<file path="config.mk">
export PLATFORM = sky130hd
export DESIGN_NAME = exec_unit_p
export DESIGN_NICKNAME = d
export VERILOG_FILES = /design/src/rtl/exec_unit_p.sv
export SDC_FILE = /design/constraint.sdc
export NUM_CORES = 2
export LEC_CHECK = 0
export CAP_MARGIN = 25
export CORE_ASPECT_RATIO = 1.25
export CORE_MARGIN = 2
export CORE_UTILIZATION = 29
export DETAILED_ROUTE_END_ITERATION = 6
export GPL_TIMING_DRIVEN = 0
export PLACE_DENSITY = 0.49
export SYNTH_ARGS = -nofsm -noshare
export SYNTH_HDL_FRONTEND = slang
export SYNTH_SLANG_ARGS = --single-unit
</file>
<file path="constraint.sdc">
create_clock -name clock -period 4.85 [get_ports clock]
set_input_delay 0.97 -clock clock [delete_from_list [all_inputs] [get_ports clock]]
set_output_delay 0.97 -clock clock [all_outputs]
set_load 0.005 [all_outputs]
</file>
<file path="src/rtl/exec_unit_p.sv">
// Parametrised execution unit: GPR file, SGPR, ALU, optional iterative multiplier,
// valid/ready instruction handshake, registered flags and a debug read port.
module exec_unit_p #(
  parameter int DATA_W   = 16,
  parameter int NREG     = 32,
  parameter int MUL_ITER = 1
) (
  input  logic              clock,
  input  logic              reset,
  input  logic [31:0]       instr,
  input  logic              instr_valid,
  output logic              instr_ready,
  input  logic [DATA_W-1:0] din,
  output logic [DATA_W-1:0] dout,
  output logic              dout_valid,
  output logic              zero,
  output logic              sign,
  output logic              carry,
  output logic              overflow,
  output logic              err,
  input  logic [4:0]        dbg_addr,
  output logic [DATA_W-1:0] dbg_data
);

  localparam int W  = DATA_W;
  localparam int PW = 2 * DATA_W;

  localparam logic [4:0] OP_MOVSGPR = 5'd0;
  localparam logic [4:0] OP_MOV     = 5'd1;
  localparam logic [4:0] OP_ADD     = 5'd2;
  localparam logic [4:0] OP_SUB     = 5'd3;
  localparam logic [4:0] OP_MUL     = 5'd4;
  localparam logic [4:0] OP_OR      = 5'd5;
  localparam logic [4:0] OP_AND     = 5'd6;
  localparam logic [4:0] OP_XOR     = 5'd7;
  localparam logic [4:0] OP_XNOR    = 5'd8;
  localparam logic [4:0] OP_NAND    = 5'd9;
  localparam logic [4:0] OP_NOR     = 5'd10;
  localparam logic [4:0] OP_NOT     = 5'd11;
  localparam logic [4:0] OP_LDIN    = 5'd12;
  localparam logic [4:0] OP_STOUT   = 5'd13;

  typedef enum logic {S_IDLE = 1'b0, S_MUL = 1'b1} state_t;

  state_t        state_reg, state_next;
  logic [5:0]    cnt_reg, cnt_next;
  logic [W-1:0]  mcand_reg, mcand_next;
  logic [PW-1:0] acc_reg, acc_next;
  logic [4:0]    mdst_reg, mdst_next;
  logic [W-1:0]  sgpr_reg, dout_reg;
  logic          dout_valid_reg, err_reg;
  logic          zero_reg, sign_reg, carry_reg, ovf_reg;

  logic [W-1:0]  rf [32];

  logic [4:0]    opc, rdst, rsrc1, rsrc2;
  logic          imm_mode, accept;
  logic [15:0]   isrc;
  logic [W-1:0]  src1, op2;
  logic [W:0]    add_sum, sub_diff, step_sum;
  logic [PW-1:0] prod_full, step_acc;

  logic          gpr_we, sgpr_we, set_zs, set_cv, dout_we, err_pulse, mul_wr;
  logic [4:0]    wr_idx, mul_dst;
  logic [W-1:0]  wr_data, sgpr_data, dout_data;
  logic          zero_new, sign_new, carry_new, ovf_new;
  logic [PW-1:0] mul_res;

  assign opc      = instr[31:27];
  assign rdst     = instr[26:22];
  assign rsrc1    = instr[21:17];
  assign imm_mode = instr[16];
  assign rsrc2    = instr[15:11];
  assign isrc     = instr[15:0];

  assign src1 = rf[rsrc1];
  assign op2  = imm_mode ? W'(isrc) : rf[rsrc2];

  assign instr_ready = (state_reg == S_IDLE);
  assign accept      = instr_valid && instr_ready;

  assign add_sum   = {1'b0, src1} + {1'b0, op2};
  assign sub_diff  = {1'b0, src1} - {1'b0, op2};
  assign prod_full = {{W{1'b0}}, src1} * {{W{1'b0}}, op2};

  // Shift-add step: upper half accumulates the multiplicand, low half holds the remaining multiplier bits.
  assign step_sum = {1'b0, acc_reg[PW-1:W]} + (acc_reg[0] ? {1'b0, mcand_reg} : {(W+1){1'b0}});
  assign step_acc = {step_sum, acc_reg[W-1:1]};

  always_comb begin
    state_next = state_reg;
    cnt_next   = cnt_reg;
    mcand_next = mcand_reg;
    acc_next   = acc_reg;
    mdst_next  = mdst_reg;
    gpr_we     = 1'b0;
    wr_idx     = rdst;
    wr_data    = '0;
    sgpr_we    = 1'b0;
    sgpr_data  = '0;
    set_zs     = 1'b0;
    zero_new   = 1'b0;
    sign_new   = 1'b0;
    set_cv     = 1'b0;
    carry_new  = 1'b0;
    ovf_new    = 1'b0;
    dout_we    = 1'b0;
    dout_data  = '0;
    err_pulse  = 1'b0;
    mul_wr     = 1'b0;
    mul_res    = '0;
    mul_dst    = rdst;

    if (state_reg == S_MUL) begin
      acc_next = step_acc;
      cnt_next = cnt_reg - 6'd1;
      if (cnt_reg == 6'd1) begin
        mul_wr     = 1'b1;
        mul_res    = step_acc;
        mul_dst    = mdst_reg;
        state_next = S_IDLE;
      end
    end else if (accept) begin
      case (opc)
        OP_MOVSGPR: begin gpr_we = 1'b1; wr_data = sgpr_reg; end
        OP_MOV:     begin gpr_we = 1'b1; set_zs = 1'b1; wr_data = imm_mode ? op2 : src1; end
        OP_ADD: begin
          gpr_we    = 1'b1;
          set_zs    = 1'b1;
          set_cv    = 1'b1;
          wr_data   = add_sum[W-1:0];
          carry_new = add_sum[W];
          ovf_new   = (src1[W-1] == op2[W-1]) && (add_sum[W-1] != src1[W-1]);
        end
        OP_SUB: begin
          gpr_we    = 1'b1;
          set_zs    = 1'b1;
          set_cv    = 1'b1;
          wr_data   = sub_diff[W-1:0];
          carry_new = sub_diff[W];
          ovf_new   = (src1[W-1] != op2[W-1]) && (sub_diff[W-1] != src1[W-1]);
        end
        OP_MUL: begin
          if (MUL_ITER != 0) begin
            state_next = S_MUL;
            cnt_next   = 6'(W);
            mcand_next = src1;
            acc_next   = {{W{1'b0}}, op2};
            mdst_next  = rdst;
          end else begin
            mul_wr  = 1'b1;
            mul_res = prod_full;
          end
        end
        OP_OR:    begin gpr_we = 1'b1; set_zs = 1'b1; wr_data = src1 | op2; end
        OP_AND:   begin gpr_we = 1'b1; set_zs = 1'b1; wr_data = src1 & op2; end
        OP_XOR:   begin gpr_we = 1'b1; set_zs = 1'b1; wr_data = src1 ^ op2; end
        OP_XNOR:  begin gpr_we = 1'b1; set_zs = 1'b1; wr_data = ~(src1 ^ op2); end
        OP_NAND:  begin gpr_we = 1'b1; set_zs = 1'b1; wr_data = ~(src1 & op2); end
        OP_NOR:   begin gpr_we = 1'b1; set_zs = 1'b1; wr_data = ~(src1 | op2); end
        OP_NOT:   begin gpr_we = 1'b1; set_zs = 1'b1; wr_data = ~src1; end
        OP_LDIN:  begin gpr_we = 1'b1; set_zs = 1'b1; wr_data = din; end
        OP_STOUT: begin dout_we = 1'b1; dout_data = src1; end
        default:  err_pulse = 1'b1;
      endcase
    end

    if (set_zs) begin
      zero_new = (wr_data == '0);
      sign_new = wr_data[W-1];
    end

    // MUL flags look at the whole product; sign comes from the SGPR half.
    if (mul_wr) begin
      gpr_we    = 1'b1;
      wr_idx    = mul_dst;
      wr_data   = mul_res[W-1:0];
      sgpr_we   = 1'b1;
      sgpr_data = mul_res[PW-1:W];
      set_zs    = 1'b1;
      zero_new  = (mul_res == '0);
      sign_new  = mul_res[PW-1];
    end

    if (gpr_we) begin
      dout_we   = 1'b1;
      dout_data = wr_data;
    end
  end

  always_ff @(posedge clock or negedge reset) begin
    if (!reset) begin
      state_reg      <= S_IDLE;
      cnt_reg        <= '0;
      mcand_reg      <= '0;
      acc_reg        <= '0;
      mdst_reg       <= '0;
      sgpr_reg       <= '0;
      dout_reg       <= '0;
      dout_valid_reg <= 1'b0;
      err_reg        <= 1'b0;
      zero_reg       <= 1'b0;
      sign_reg       <= 1'b0;
      carry_reg      <= 1'b0;
      ovf_reg        <= 1'b0;
    end else begin
      state_reg      <= state_next;
      cnt_reg        <= cnt_next;
      mcand_reg      <= mcand_next;
      acc_reg        <= acc_next;
      mdst_reg       <= mdst_next;
      dout_valid_reg <= dout_we;
      err_reg        <= err_pulse;
      if (sgpr_we) sgpr_reg <= sgpr_data;
      if (dout_we) dout_reg <= dout_data;
      if (set_zs) begin
        zero_reg <= zero_new;
        sign_reg <= sign_new;
      end
      if (set_cv) begin
        carry_reg <= carry_new;
        ovf_reg   <= ovf_new;
      end
    end
  end

  // Indices at or above NREG have no storage: they read as zero and swallow writes.
  for (genvar gi = 0; gi < 32; gi++) begin : g_rf
    if (gi < NREG) begin : g_reg
      logic [W-1:0] q_reg;
      always_ff @(posedge clock or negedge reset) begin
        if (!reset)                              q_reg <= '0;
        else if (gpr_we && (wr_idx == 5'(gi)))   q_reg <= wr_data;
      end
      assign rf[gi] = q_reg;
    end else begin : g_none
      assign rf[gi] = '0;
    end
  end

  assign dbg_data   = (NREG < 32 && dbg_addr == 5'd31) ? sgpr_reg : rf[dbg_addr];
  assign dout       = dout_reg;
  assign dout_valid = dout_valid_reg;
  assign err        = err_reg;
  assign zero       = zero_reg;
  assign sign       = sign_reg;
  assign carry      = carry_reg;
  assign overflow   = ovf_reg;

endmodule
</file>
==> metrics.yaml <==
power_and_ir_drop:
  power_density_mw_per_mm2: 398.2
  vdd_ir_drop_max_v: 0.0002666
  leakage_nw: 20.24
  total_power_mw: 19.99
yosys:
  synth_nets: 3743
  netlist_area_mm2: 0.03903
  yosys_most_used_dff: "dfrtp_1"
  yosysSeqAreaShare: 0.3911
  synth_seq_cells: 610
  synth_edf_count: 0
  async_reset_ff_frac: 1.000
  ys_warn_count: 0
  synth_cells: 3612
  syn_avg_cell_area_um2: 10.81
  synth_cell_types: 90
cts:
  cts_sinks: 610
  cts_tree: "yes"
  cts_buffers: 74
  cts.hold.buffers_added: 0
  path_clk_slew_ns: 0.05
  clock_tree.root_cell: "clkbuf_16"
  clock_latency_ns: 0.72
  clock_path_buffers: 3
  h-tree-depth: 3
sta:
  clock_skew_ns: 0.03534
  maxSlewHeadroom: 0.1651
  rsz0062_at_grt: "true"
  hold_violations: 0
  finalMaxSlewViolations: 0
  setup_tns_ns: -331.37
  clock.fmax_ghz: 0.1689
  fin_crit_sh: 1.221
  worst_pin_slew_ns: 1.252
  finalCriticalPeriod_ns: 5.920
  layout_setup_ws_ns: -1.070
  setup_viol: 544
worst_hold_path:
  min_path_type: "in -> async"
outcome:
  outcome: "complete, but fails checks"
  violations: "setup timing"
critical_path:
  crit_type: "in -> reg"
  timing.rr.start: "g_rf[15].g_reg.q_reg[2]"
  reg2reg_depth: 17
  crit_fanout: 7
  critPathLaunch: "instr[11]"
  arrival_ns: 6.53
  worstPathRequired_ns: 5.47
  endpoint_kind: "flip-flop"
  start_kind: "input port"
global_routing:
  grt_first_pass_wirelength_um: 291300
  antenna_found_initial: 12
  grt_use_total: 0.3070
  grt_pass1_vias: 34490
  grt_overflow: 0
  grt_max_degree: 111
die:
  start_util: 0.2921
  die-area_mm2: 0.1376
  core-area_mm2: 0.1336
  rows: 150
  die_width_um: 332.1
  die_h_um: 414.2
  boundaryPins: 95
cells_and_area:
  syn_to_final_growth_pct: 28.63
  drive_gt1_frac: 0.3091
  finalCoreUtilization: 0.3757
  largest_register_ffs: 512
  final_nets: 4083
  multi_input_area_mm2: 0.02414
  nFillCells: 13110
  regArea_mm2: 0.01526
routing:
  drt_iter0_markers: 5055
  viasPerCell: 6.317
  drt-pass1-iter-count: 6
  ant_nets: 0
  vias: 36400
  post_drt_wl_per_cell_um: 37.59
  drc: 0
  wirelength_um: 216600
placed_design:
  port-buffer-count: 79
  place_congestion: 1.092
  dp_hpwl_um: 161700
job:
  maxCapViolCount: 0
==> final timing paths <==
kind	endpoint	slack, ns
worst max register to register	zero	-0.59
worst max-delay path	zero	-1.07
min in group clock	mcand_reg[7]	0.47
worst min register to register	mcand_reg[7]	0.47
worst min-delay path	acc_reg[25]	0.11
max in group asynchronous	g_rf[24].g_reg.q_reg[2]	3.38
==> metal layers <==
| metal | GRT usage | part of all wire | vias up |
|---|---|---|---|
| li1 | - | - | 14260 |
| met1 | 0.3487 | 0.34 | 18480 |
| met2 | 0.4628 | 0.43 | 2791 |
| met3 | 0.1106 | 0.12 | 856 |
| met4 | 0.2536 | 0.11 | 12 |
| met5 | 0.002093 | 0.00045 | - |
==> critical path, cell delays in order <==
cell and delay, ns:
clkbuf_16 0.14, clkbuf_16 0.19, buf_12 0.15, buf_12 0.11, clkbuf_16 0.14, buf_4 0.10, mux4_2 0.50, mux4_2 0.55
mux2i_2 0.34, nor2_1 0.15, a21oi_4 0.19, buf_4 0.19, inv_1 0.07, ha_1 0.20, nand2_1 0.06, o21ai_0 0.22
a221o_1 0.39, a211oi_1 0.39, a31oi_4 0.18, or4_1 0.61, or4_4 0.55, o21ai_2 0.12
==> cell families (layout without fill, tap and decap cells) <==
family,after synthesis,in the layout,synth area share
buf+inv,391,787,0.04318
compound gates,959,959,0.1443
simple gates,1028,1028,0.1112
other cells,0,6,0
flops,610,610,0.3911
xor+xnor,18,18,0.004039
fa+ha+maj,75,75,0.02462
mux,531,531,0.2816
==> what timing repair did <==
action	4_1_cts	5_1_grt
resized for setup	398	290
pin swaps	42	57
endpoints found under the setup margin	548	548
setup buffers	60	60
cloned	10	10
endpoints found under the hold margin	0	0
==> area by class of cell <==
type | count | share of cell area
flip-flops and latches | 610 | 0.3040
well taps | 1748 | 0.04356
repair buffers | 270 | 0.06474
clock inverters | 31 | 0.009295
multi-input cells | 2611 | 0.4808
plain buffers | 329 | 0.05014
clock buffers | 101 | 0.04276
inverters | 56 | 0.004386
diodes | 6 | 0.0002991
==> where the power goes <==
part | total (mW) | leakage, nW | internal (mW) | switching, mW
clock network | 6.16 | 1.29 | 3.65 | 2.51
registers | 7.22 | 8.14 | 5.97 | 1.25
logic | 6.61 | 10.8 | 2.96 | 3.65
total | 20.0 | 20.2 | 12.6 | 7.42
==> stage by stage <==
stage               cells  worst slack [ns]  cell area [µm²]  hold slack (ns)
finish               5762            -1.070            50210           0.1128
global route         5756           -0.9849            50190           0.1150
CTS                  5680           -0.8289            48230          0.08090
detailed placement   5482            -4.362            43290           0.4642
global placement     5439            -26.68            42570           0.4578
floorplan            3612           -0.6043            39590           0.4377
==> synthesized netlist by cell type (13+ instances only) <==
cell,count,area share
o21ai_0,343,0.044
nand2b_1,18,0.0029
mux2_2,29,0.0084
nand3_1,22,0.0028
nor2_1,375,0.036
o22ai_1,13,0.0021
a221oi_1,14,0.0031
nor3_1,38,0.0049
mux4_1,16,0.011
and2_1,21,0.0034
a31oi_1,23,0.0037
a22o_1,14,0.0031
a211oi_1,20,0.0038
a2111oi_0,15,0.0034
nand2_1,453,0.044
o211ai_1,18,0.0035
buf_1,37,0.0036
ha_1,72,0.023
nor2b_1,22,0.0035
dfrtp_1,610,0.39
inv_1,56,0.0054
buf_2,23,0.0029
or3_1,15,0.0024
mux2i_1,56,0.014
a22oi_1,36,0.0069
a21oi_1,344,0.044
mux4_2,429,0.25
clkbuf_1,251,0.024
==> cell usage in the layout (no fill, tap or decap), types with 21 or more instances in the layout <==
master and instances:
clkbuf_1 186, nor3_1 32, clkbuf_8 29, clkbuf_16 104, nand3_1 22, o21ai_2 49, nor2_1 360, a22oi_1 33
ha_1 53, mux4_2 429, a21oi_2 81, buf_6 30, buf_2 22, clkdlybuf4s50_1 76, buf_4 105, buf_12 42
mux2_2 29, nand2_1 449, inv_1 48, buf_8 44, and2_1 21, dfrtp_1 610, a21oi_4 28, o21ai_0 250
a21oi_1 236, mux2i_1 37, o21ai_1 46
Power figures use the tool's default switching activity.
